File: config.mk
export PLATFORM = sky130hd
export DESIGN_NAME = alu_operand_buffer
export DESIGN_NICKNAME = d
export VERILOG_FILES = /design/src/rtl/alu_operand_buffer.sv
export SDC_FILE = /design/constraint.sdc
export NUM_CORES = 1
export LEC_CHECK = 0
export CELL_PAD_IN_SITES_DETAIL_PLACEMENT = 1
export CELL_PAD_IN_SITES_GLOBAL_PLACEMENT = 1
export CORE_MARGIN = 2
export CORE_UTILIZATION = 25
export CTS_CLUSTER_DIAMETER = 120
export DETAILED_ROUTE_END_ITERATION = 10
export PLACE_DENSITY_LB_ADDON = 0.05
export SYNTH_ARGS = -nofsm -noshare
export SYNTH_HDL_FRONTEND = slang
export SYNTH_SLANG_ARGS = --single-unit
File: constraint.sdc
create_clock -name clk -period 2.35 [get_ports clk]
set_input_delay 0.705 -clock clk [delete_from_list [all_inputs] [get_ports clk]]
set_output_delay 0.705 -clock clk [all_outputs]
set_load 0.01 [all_outputs]
File: src/rtl/alu_operand_buffer.sv
// alu_operand_buffer: source select + immediate conditioning into an in-order valid/ready buffer.
// Optional ALU_OPERAND_SKID_EN: two-entry skid buffer with registered in_ready (default: single entry).
module alu_operand_buffer #(
  parameter int WIDTH   = 16,
  parameter int NUM_SRC = 4,
  parameter int SEL_W   = 2,
  parameter int IMM_W   = 8
) (
  input  logic                     clk,
  input  logic                     reset_n,
  input  logic [NUM_SRC*WIDTH-1:0] src_bus,
  input  logic [SEL_W-1:0]         sel,
  input  logic [1:0]               mode,
  input  logic                     in_valid,
  output logic                     in_ready,
  input  logic                     flush,
  output logic [WIDTH-1:0]         out_data,
  output logic [SEL_W-1:0]         out_sel,
  output logic                     out_valid,
  input  logic                     out_ready
);
  logic [WIDTH-1:0] w_src, w_data;
  logic             w_push, w_pop;
  logic [WIDTH-1:0] r_out_data;
  logic [SEL_W-1:0] r_out_sel;
  logic             r_out_valid;
  // Out-of-range selects fall back to source 0
  always_comb begin
    w_src = src_bus[WIDTH-1:0];
    for (int i = 1; i < NUM_SRC; i++) if (sel == SEL_W'(i)) w_src = src_bus[i*WIDTH +: WIDTH];
  end
  assign w_data = (mode == 2'b00) ? w_src :
                  (mode == 2'b01) ? {{(WIDTH-IMM_W){w_src[IMM_W-1]}}, w_src[IMM_W-1:0]} :
                  (mode == 2'b10) ? {{(WIDTH-IMM_W){1'b0}}, w_src[IMM_W-1:0]} :
                                    {w_src[WIDTH-2:0], 1'b0};
  assign w_push    = in_valid && in_ready;
  assign w_pop     = r_out_valid && out_ready;
  assign out_data  = r_out_data;
  assign out_sel   = r_out_sel;
  assign out_valid = r_out_valid;
`ifdef ALU_OPERAND_SKID_EN
  logic [WIDTH-1:0] r_sk_data;
  logic [SEL_W-1:0] r_sk_sel;
  logic             r_sk_valid, r_in_ready;
  assign in_ready = r_in_ready;
  // Head refills from the skid entry first; in_ready is precomputed from next occupancy
  always_ff @(posedge clk) begin
    if (!reset_n) begin
      r_out_valid <= 1'b0;
      r_out_data  <= '0;
      r_out_sel   <= '0;
      r_sk_valid  <= 1'b0;
      r_sk_data   <= '0;
      r_sk_sel    <= '0;
      r_in_ready  <= 1'b1;
    end else if (flush) begin
      r_out_valid <= 1'b0;
      r_sk_valid  <= 1'b0;
      r_in_ready  <= 1'b1;
    end else begin
      if (!r_out_valid || w_pop) begin
        if (r_sk_valid) begin
          r_out_data <= r_sk_data;
          r_out_sel  <= r_sk_sel;
          r_sk_valid <= 1'b0;
        end else if (w_push) begin
          r_out_data  <= w_data;
          r_out_sel   <= sel;
          r_out_valid <= 1'b1;
        end else begin
          r_out_valid <= 1'b0;
        end
      end else if (w_push) begin
        r_sk_data  <= w_data;
        r_sk_sel   <= sel;
        r_sk_valid <= 1'b1;
      end
      r_in_ready <= !(r_out_valid && !w_pop && (r_sk_valid || w_push));
    end
  end
`else
  assign in_ready = !r_out_valid || out_ready;
  // Single entry: a push replaces the head, a lone pop empties it
  always_ff @(posedge clk) begin
    if (!reset_n) begin
      r_out_valid <= 1'b0;
      r_out_data  <= '0;
      r_out_sel   <= '0;
    end else if (flush) begin
      r_out_valid <= 1'b0;
    end else if (w_push) begin
      r_out_data  <= w_data;
      r_out_sel   <= sel;
      r_out_valid <= 1'b1;
    end else if (w_pop) begin
      r_out_valid <= 1'b0;
    end
  end
`endif
endmodule

==> report_table.html, run 1 <==
<table>
<tr><th>Metric</th><th>Value</th></tr>
<tr><th colspan="2">Status</th></tr>
<tr><td>Status</td><td>completed</td></tr>
<tr><th colspan="2">Clock network</th></tr>
<tr><td>TritonCTS clock tree</td><td>built</td></tr>
<tr><td>Total number of clock tree sinks</td><td>19</td></tr>
<tr><td>Latest clock arrival within the worst-skew pair</td><td>260 ps</td></tr>
<tr><td>Num CTS Buffers</td><td>3</td></tr>
<tr><td>Root buf cell</td><td>clkbuf_8</td></tr>
<tr><td># H-tree levels</td><td>1</td></tr>
<tr><td>Maximum root-to-sink buffer count</td><td>2</td></tr>
<tr><td>Clock-pin slew of the registers on the worst-case setup and hold paths</td><td>70 ps</td></tr>
<tr><th colspan="2">Yosys</th></tr>
<tr><td>Dominant synthesized flop cell</td><td>dfxtp_1</td></tr>
<tr><td>Most area-hungry cell type in the Yosys netlist</td><td>dfxtp_1</td></tr>
<tr><td>Post-synthesis net count</td><td>205</td></tr>
<tr><td>Synthesized cell area</td><td>1360 um2</td></tr>
<tr><td>Cell with the most instances after synthesis</td><td>dfxtp_1</td></tr>
<tr><td>#FFs+latches synth</td><td>19</td></tr>
<tr><td>Count of unique library cells instantiated by Yosys</td><td>32</td></tr>
<tr><td>Number of flops mapped to enable cells by yosys</td><td>0</td></tr>
<tr><td>Share of async-settable or async-resettable flops after synthesis</td><td>0</td></tr>
<tr><td>Cell types with the highest counts after synthesis</td><td>dfxtp_1, a21oi_1, mux2_2, a22oi_1</td></tr>
<tr><td>Mean Syn Cell Area</td><td>10.3 um2</td></tr>
<tr><td>Cell count after synthesis</td><td>132</td></tr>
<tr><td>Part of the Yosys area used for sequential elements</td><td>0.280</td></tr>
<tr><td>Count of synthesis-stage warnings from yosys</td><td>0</td></tr>
<tr><td>Synth top area share</td><td>0.280</td></tr>
<tr><td>Biggest area contributors in the synthesized netlist</td><td>dfxtp_1, mux2_2, mux4_2</td></tr>
<tr><th colspan="2">GRT</th></tr>
<tr><td>Wire length of the first global-routing pass</td><td>8280 um</td></tr>
<tr><td>Gr usage total</td><td>0.169</td></tr>
<tr><td>Maximum number of pins on one net before global-route repair</td><td>20</td></tr>
<tr><td>Initial antenna violation count</td><td>0</td></tr>
<tr><td>Overflow after GRT</td><td>0</td></tr>
<tr><td>Via count of the first global-routing pass</td><td>approximately 1700</td></tr>
<tr><th colspan="2">STA</th></tr>
<tr><td>Unrepaired setup endpoints after global routing</td><td>false</td></tr>
<tr><td>Post-layout worst setup margin</td><td>137 ps</td></tr>
<tr><td>Highest achievable clock rate</td><td>452 MHz</td></tr>
<tr><td>Number of slew-limit violations in the final report</td><td>0</td></tr>
<tr><td>Period Utilization, post-route</td><td>0.942</td></tr>
<tr><td>Final critical-path required period</td><td>2210 ps</td></tr>
<tr><td>Worst-case hold slack</td><td>477 ps</td></tr>
<tr><td>Pin slew with the least headroom to its limit</td><td>approximately 470 ps</td></tr>
<tr><td>Maximum clock skew at final layout</td><td>6.53 ps</td></tr>
<tr><td>Final setup violation count</td><td>0</td></tr>
<tr><td>Setup TNS</td><td>0 ps</td></tr>
<tr><td>Worst slew margin relative to its limit</td><td>0.688</td></tr>
<tr><td>Final hold violation count</td><td>0</td></tr>
<tr><th colspan="2">Power and ir drop</th></tr>
<tr><td>Logic gate share of total power</td><td>0.381</td></tr>
<tr><td>Internal</td><td>0.000690 W</td></tr>
<tr><td>Total power density per cell area</td><td>390 nW/um2</td></tr>
<tr><td>Clock share of power</td><td>0.245</td></tr>
<tr><td>Peak supply drop</td><td>0.152 mV</td></tr>
<tr><td>Post-route total power</td><td>approximately 0.00095 W</td></tr>
<tr><td>LEAKAGE</td><td>0.877 nW</td></tr>
<tr><td>Net switching fraction of the power</td><td>0.273</td></tr>
<tr><td>Fraction of power consumed by sequential logic</td><td>0.375</td></tr>
<tr><td>Sw Pwr</td><td>0.000259 W</td></tr>
<tr><th colspan="2">Cells and area</th></tr>
<tr><td>Area growth syn-to-layout</td><td>79.2%</td></tr>
<tr><td>Area of all placed cells without fillers</td><td>2430 um2</td></tr>
<tr><td>Share of cells above drive strength 1</td><td>0.177</td></tr>
<tr><td>Number of fill cells in the layout</td><td>584</td></tr>
<tr><td>Post-layout nets</td><td>300</td></tr>
<tr><td>Multi-input gate area</td><td>906 um2</td></tr>
<tr><td>Reg area</td><td>380 um2</td></tr>
<tr><td>Total inserted antenna cells</td><td>0</td></tr>
<tr><th colspan="2">Route</th></tr>
<tr><td>DRC marker count from the first detailed-route iteration</td><td>76</td></tr>
<tr><td>Remaining DRCs</td><td>0</td></tr>
<tr><td>Routed WL per cell</td><td>roughly 17 um</td></tr>
<tr><td>Number of vias per cell after detailed routing</td><td>~5.0</td></tr>
<tr><td>DR vias</td><td>1492</td></tr>
<tr><td>Antenna-violating nets left</td><td>0</td></tr>
<tr><td>Sum of routed wire length over all layers</td><td>4910 um</td></tr>
<tr><td>Number of detailed-route iterations in the first pass</td><td>4</td></tr>
<tr><th colspan="2">Worst hold path</th></tr>
<tr><td>Worst-case hold path end point</td><td>out_sel[0]</td></tr>
<tr><td>Min-Delay Path Class</td><td>flop to flop</td></tr>
<tr><td>Cell depth of the worst hold path</td><td>2</td></tr>
<tr><td>Worst hold path startpoint</td><td>out_sel[0]</td></tr>
<tr><th colspan="2">Setup path</th></tr>
<tr><td>Required arrival time at the worst endpoint</td><td>1640 ps</td></tr>
<tr><td>CP max-delay cell</td><td>clkdlybuf4s50_1</td></tr>
<tr><td>Worst reg2reg startpoint</td><td>out_valid</td></tr>
<tr><td>Internal reg-to-reg setup slack</td><td>1030 ps</td></tr>
<tr><td>Delay contributed by the slowest stage of the critical path</td><td>approximately 430 ps</td></tr>
<tr><td>Arr. time, crit path</td><td>1510 ps</td></tr>
<tr><td>Kind of critical path</td><td>primary input to output port</td></tr>
<tr><td>Worst-path fanout max</td><td>2</td></tr>
<tr><td>Category of the worst setup path launch point</td><td>primary input</td></tr>
<tr><td>Number of cell instances on the worst register-to-register path</td><td>4</td></tr>
<tr><td>Kind of end point of the critical path</td><td>output port</td></tr>
<tr><td>Reg-to-Reg End</td><td>out_data[15]</td></tr>
<tr><td>Crit path cell chain</td><td>clkdlybuf4s50_1 -&gt; nor2b_2 -&gt; clkinv_1 -&gt; clkbuf_2</td></tr>
<tr><th colspan="2">Place</th></tr>
<tr><td>Count of input and output buffers</td><td>92</td></tr>
<tr><td>HPWL Detailed</td><td>4160 um</td></tr>
<tr><td>Final weighted congestion of routability-driven global placement</td><td>0.784</td></tr>
<tr><td>Post-place instance area</td><td>2380 um2</td></tr>
<tr><td>Post-Place Worst Slack</td><td>-332 ps</td></tr>
<tr><th colspan="2">Die</th></tr>
<tr><td>Die area</td><td>6040 um2</td></tr>
<tr><td>Rows</td><td>26</td></tr>
<tr><td>Chip Width</td><td>between 70 and 80 um</td></tr>
<tr><td>Area inside the core boundary</td><td>5170 um2</td></tr>
<tr><td>Ports placed on the boundary</td><td>93</td></tr>
<tr><td>Height of the chip</td><td>77.7 um</td></tr>
<tr><td>Initial core utilization</td><td>0.262</td></tr>
<tr><th colspan="2">Flow run</th></tr>
<tr><td>Number of max-capacitance violations reported</td><td>0</td></tr>
</table>
-- power by group through the flow --
stage	combinational, W	clock [W]	sequential (W)
4_1_cts	0.000364	0.000238	0.000356
2_1_floorplan	0.000146	0	0.000371
3_5_place_dp	0.000363	0	0.000363
6_report	0.000361	0.000232	0.000355
3_3_place_gp	0.000353	0	0.000362
5_1_grt	0.000390	0.000255	0.000359
-- timing repair --
| item | CTS | global route |
|---|---|---|
| endpoints found under the setup margin | 8 | 12 |
| gates resized for setup | 3 | 3 |
| setup buffers | 0 | 0 |
| pin swaps | 1 | 1 |
| hold buffers | 0 | 0 |
-- per-layer routing --
layer  part of all wire  wire [um]  global-route usage
met1               0.46       2250               0.224
met2               0.48       2350               0.283
met3              0.051        252              0.0256
met4              0.010         50              0.0482
met5                  0          0                   0
-- cells in the final DEF (no fill, tap or decap), types with 2 or more instances in the layout --
| cell type | n |
|---|---|
| a22oi_1 | 13 |
| buf_4 | 11 |
| mux2i_1 | 7 |
| a311oi_1 | 7 |
| nor2_1 | 2 |
| o21ai_0 | 3 |
| clkinv_1 | 2 |
| clkbuf_8 | 3 |
| mux2_2 | 14 |
| a211oi_1 | 7 |
| mux4_2 | 6 |
| nand3_1 | 3 |
| clkdlybuf4s50_1 | 90 |
| a21oi_1 | 18 |
| mux4_1 | 3 |
| dfxtp_1 | 19 |
-- how the worst max path moves through the flow --
stage                   start            to  slack, ps  depth (start not counted)
finish              out_ready      in_ready        140                          4
global route        out_ready      in_ready         80                          4
CTS                 out_ready      in_ready         10                          4
detailed placement     sel[0]  out_data[15]       -330                          4
global placement    out_ready      in_ready       -240                          4
floorplan           out_ready      in_ready        220                          4
-- state kept, by name (all words and copies together), names as in the netlist --
name and cells:
out_data 16, out_sel 2, out_valid 1
-- stage by stage --
| stage | instances | utilization |
|---|---|---|
| after global placement | 292 | 0.461 |
| after CTS | 296 | 0.470 |
| after global routing | 296 | 0.470 |
| after detailed placement | 292 | 0.461 |
| final | 296 | 0.470 |
| after floorplan | 132 | - |
-- final cells by class --
cell class,instances,area share
inverter,3,0.00463
clock buffer,3,0.0170
timing repair buffer,103,0.412
multi-input combinational,97,0.372
tap,70,0.0360
clock inverter,1,0.00206
sequential,19,0.156
-- critical path, delay by kind of cell --
family,cells,cell delay (ps)
AND/OR/NAND/NOR,1,150
buffers and inverters,3,650
-- cells by family (layout without fill, tap and decap cells) --
group / Yosys count / count (layout) / share of synthesized area
AOI/OAI and AO/OA: 50 / 50 / 0.259
and+or+nand+nor: 17 / 17 / 0.0802
DFF: 19 / 19 / 0.280
muxes: 30 / 30 / 0.325
buffers and inverters: 16 / 110 / 0.0553
(Power assumes the default switching activity.)
==> run 2, diff against run 1 <==
CORE_MARGIN = unset   (was 2)
==> run 2 against run 1 <==
  * Die area is 5.1% lower
  * Final cell count stayed put
  * Setup slack worse by 77 ps
  * Sequential share of layout area is 0.10 points lower
  * Total power is 0.53% lower
  * Utilization is 0.31 points higher
  * Sequential power hardly changed
  * Clock skew is 4.9 ps lower
  * Count of clock-buffer cells in the layout stayed put
  * Clock power is 2% lower
  * Global-route usage is 1.1 points higher
  * Combinational power hardly changed
==> report_table.html, run 2 (synthesized netlist as in run 1, its figures left out) <==
<table>
<tr><th>Metric</th><th>Value</th></tr>
<tr><th colspan="2">Place</th></tr>
<tr><td>HPWL Detailed</td><td>4010 um (-3.5%)</td></tr>
<tr><td>Post-Place Worst Slack</td><td>-304 ps (+27.9 ps)</td></tr>
<tr><td>Final weighted congestion of routability-driven global placement</td><td>0.815 (+3.9%)</td></tr>
<tr><td>Count of input and output buffers</td><td>92 (unchanged)</td></tr>
<tr><th colspan="2">STA</th></tr>
<tr><td>Maximum clock skew at final layout</td><td>1.67 ps (-4.86 ps)</td></tr>
<tr><td>Pin slew with the least headroom to its limit</td><td>494 ps (+27.6 ps)</td></tr>
<tr><td>Post-layout worst setup margin</td><td>60.3 ps (-77.0 ps)</td></tr>
<tr><td>Period Utilization, post-route</td><td>0.974 (+0.0328)</td></tr>
<tr><td>Number of slew-limit violations in the final report</td><td>0 (unchanged)</td></tr>
<tr><td>Final hold violation count</td><td>0 (unchanged)</td></tr>
<tr><td>Final setup violation count</td><td>0 (unchanged)</td></tr>
<tr><td>Unrepaired setup endpoints after global routing</td><td>false</td></tr>
<tr><td>Worst slew margin relative to its limit</td><td>0.669 (-0.0185)</td></tr>
<tr><td>Final critical-path required period</td><td>2290 ps (+77.0 ps)</td></tr>
<tr><td>Highest achievable clock rate</td><td>437 MHz (-3.4%)</td></tr>
<tr><th colspan="2">Power and ir drop</th></tr>
<tr><td>LEAKAGE</td><td>0.880 nW (+0.35%)</td></tr>
<tr><td>Clock share of power</td><td>0.240 (-0.005)</td></tr>
<tr><td>Net switching fraction of the power</td><td>0.268 (-0.00451)</td></tr>
<tr><td>Total power density per cell area</td><td>385 nW/um2 (-1.2%)</td></tr>
<tr><td>Logic gate share of total power</td><td>0.383 (+0.002)</td></tr>
<tr><td>Internal</td><td>0.000691 W (about the same)</td></tr>
<tr><td>Peak supply drop</td><td>0.151 mV (-1.1%)</td></tr>
<tr><td>Sw Pwr</td><td>0.000253 W (-2.2%)</td></tr>
<tr><td>Fraction of power consumed by sequential logic</td><td>0.377 (+0.002)</td></tr>
<tr><th colspan="2">Route</th></tr>
<tr><td>DR vias</td><td>1494 (+0.13%)</td></tr>
<tr><td>DRC marker count from the first detailed-route iteration</td><td>54 (-29%)</td></tr>
<tr><td>Remaining DRCs</td><td>0 (unchanged)</td></tr>
<tr><td>Sum of routed wire length over all layers</td><td>4750 um (-3.1%)</td></tr>
<tr><td>Number of detailed-route iterations in the first pass</td><td>4 (unchanged)</td></tr>
<tr><td>Antenna-violating nets left</td><td>0 (unchanged)</td></tr>
<tr><td>Routed WL per cell</td><td>16.1 um (-3.1%)</td></tr>
<tr><td>Number of vias per cell after detailed routing</td><td>5.05 (+0.13%)</td></tr>
<tr><th colspan="2">Die</th></tr>
<tr><td>Ports placed on the boundary</td><td>93 (unchanged)</td></tr>
<tr><td>Die area</td><td>5730 um2 (-5.1%)</td></tr>
<tr><td>Chip Width</td><td>75.7 um (-2.6%)</td></tr>
<tr><td>Height of the chip</td><td>75.7 um (-2.6%)</td></tr>
<tr><td>Area inside the core boundary</td><td>5170 um2 (unchanged)</td></tr>
<tr><td>Rows</td><td>26 (unchanged)</td></tr>
<tr><td>Initial core utilization</td><td>0.262 (unchanged)</td></tr>
<tr><th colspan="2">Clock network</th></tr>
<tr><td>Latest clock arrival within the worst-skew pair</td><td>250 ps (about the same)</td></tr>
<tr><td>Postcts setup bufs</td><td>0 (unchanged)</td></tr>
<tr><td>Total number of clock tree sinks</td><td>19 (unchanged)</td></tr>
<tr><td>Maximum root-to-sink buffer count</td><td>2 (unchanged)</td></tr>
<tr><td># H-tree levels</td><td>1 (unchanged)</td></tr>
<tr><td>Root buf cell</td><td>clkbuf_8</td></tr>
<tr><td>Post-cts hold buffer count</td><td>0 (unchanged)</td></tr>
<tr><td>Clock-pin slew of the registers on the worst-case setup and hold paths</td><td>70 ps (about the same)</td></tr>
<tr><td>Num CTS Buffers</td><td>3 (unchanged)</td></tr>
<tr><td>TritonCTS clock tree</td><td>built</td></tr>
<tr><th colspan="2">GRT</th></tr>
<tr><td>Wire length of the first global-routing pass</td><td>7750 um (-6.4%)</td></tr>
<tr><td>Via count of the first global-routing pass</td><td>1599 (-6.7%)</td></tr>
<tr><td>Initial antenna violation count</td><td>0 (unchanged)</td></tr>
<tr><td>Overflow after GRT</td><td>0 (unchanged)</td></tr>
<tr><td>Maximum number of pins on one net before global-route repair</td><td>20 (unchanged)</td></tr>
<tr><td>Gr usage total</td><td>0.179 (+0.0105)</td></tr>
<tr><th colspan="2">Status</th></tr>
<tr><td>Status</td><td>completed</td></tr>
<tr><th colspan="2">Flow run</th></tr>
<tr><td>Number of max-capacitance violations reported</td><td>0 (unchanged)</td></tr>
<tr><th colspan="2">Setup path</th></tr>
<tr><td>Crit path cell chain</td><td>clkdlybuf4s50_1 -&gt; nor2b_2 -&gt; clkinv_1 -&gt; clkdlybuf4s15_1</td></tr>
<tr><td>Category of the worst setup path launch point</td><td>primary input</td></tr>
<tr><td>Kind of critical path</td><td>primary input to output port</td></tr>
<tr><td>Delay contributed by the slowest stage of the critical path</td><td>420 ps (about the same)</td></tr>
<tr><td>Required arrival time at the worst endpoint</td><td>1640 ps (about the same)</td></tr>
<tr><td>Worst-path fanout max</td><td>2 (unchanged)</td></tr>
<tr><td>CP max-delay cell</td><td>clkdlybuf4s50_1</td></tr>
<tr><td>Arr. time, crit path</td><td>1580 ps (+70 ps)</td></tr>
<tr><td>Kind of end point of the critical path</td><td>output port</td></tr>
<tr><th colspan="2">Cells and area</th></tr>
<tr><td>Post-layout nets</td><td>300 (unchanged)</td></tr>
<tr><td>Most frequent cells in the layout</td><td>clkdlybuf4s50_1, dfxtp_1, a21oi_1</td></tr>
<tr><td>Number of fill cells in the layout</td><td>574 (-1.7%)</td></tr>
<tr><td>Most common cell after layout, fill and taps aside</td><td>clkdlybuf4s50_1</td></tr>
<tr><td>Share of cells above drive strength 1</td><td>0.181 (+0.00442)</td></tr>
<tr><td>Area growth syn-to-layout</td><td>80.4%</td></tr>
<tr><td>Total inserted antenna cells</td><td>0 (unchanged)</td></tr>
<tr><td>Flip-flop count of the largest register, all copies and words added</td><td>16 (unchanged)</td></tr>
<tr><td>Utilization after layout</td><td>0.473 (+0.00314)</td></tr>
<tr><th colspan="2">Worst hold path</th></tr>
<tr><td>Min-Delay Path Class</td><td>flop to flop</td></tr>
</table>
-- run 2: final timing paths --
check                     end  startpoint  depth (start not counted)  slack, ps
setup / recovery     in_ready   out_ready                          4         60
hold / removal     out_sel[0]  out_sel[0]                          2        480
hold reg to reg    out_sel[0]  out_sel[0]                          2        480
setup reg to reg  out_data[5]   out_valid                          4       1030
-- run 2: power groups by stage --
stage                     clock network [W]  registers [W]  logic, W
after floorplan                           0       0.000371  0.000146
after global placement                    0       0.000362  0.000352
after detailed placement                  0       0.000363  0.000361
after CTS                          0.000233       0.000356  0.000363
after global routing               0.000247       0.000358  0.000392
final                              0.000227       0.000356  0.000361
-- run 2: final cells by class --
type	count	area [um2]	share of cell area
clock inverters	1	5.00	0.00204
clock buffers	3	41.3	0.0169
inverters	3	11.3	0.00460
multi-input cells	97	917	0.375
well taps	70	87.6	0.0358
flip-flops and latches	19	380	0.155
repair buffers	103	1010	0.411
-- run 2: worst max-delay path, delay by kind of cell --
kind,cells,cell delay (ps)
buf+inv,3,750
simple gates,1,130
-- run 2: repair_timing --
item	CTS	global route
resized for setup	3	4
pin swaps	1	1
endpoints found under the setup margin	5	5
-- run 2: metal layers --
metal  GRT usage  wire, um
met1       0.238      2140
met5           0         0
met3      0.0198       235
met4      0.0494        34
met2       0.310      2340
-- run 2: metrics by stage --
step	cell area [um2]	total power (W)	setup TNS (ps)	hold slack, ps	std cells
final	2450	0.000944	0	477	296
after global routing	2450	0.000997	0	507	296
after CTS	2430	0.000952	0	480	296
after detailed placement	2380	0.000725	-3710	470	292
after global placement	2380	0.000715	-2910	466	292
after floorplan	1360	0.000517	0	495	132
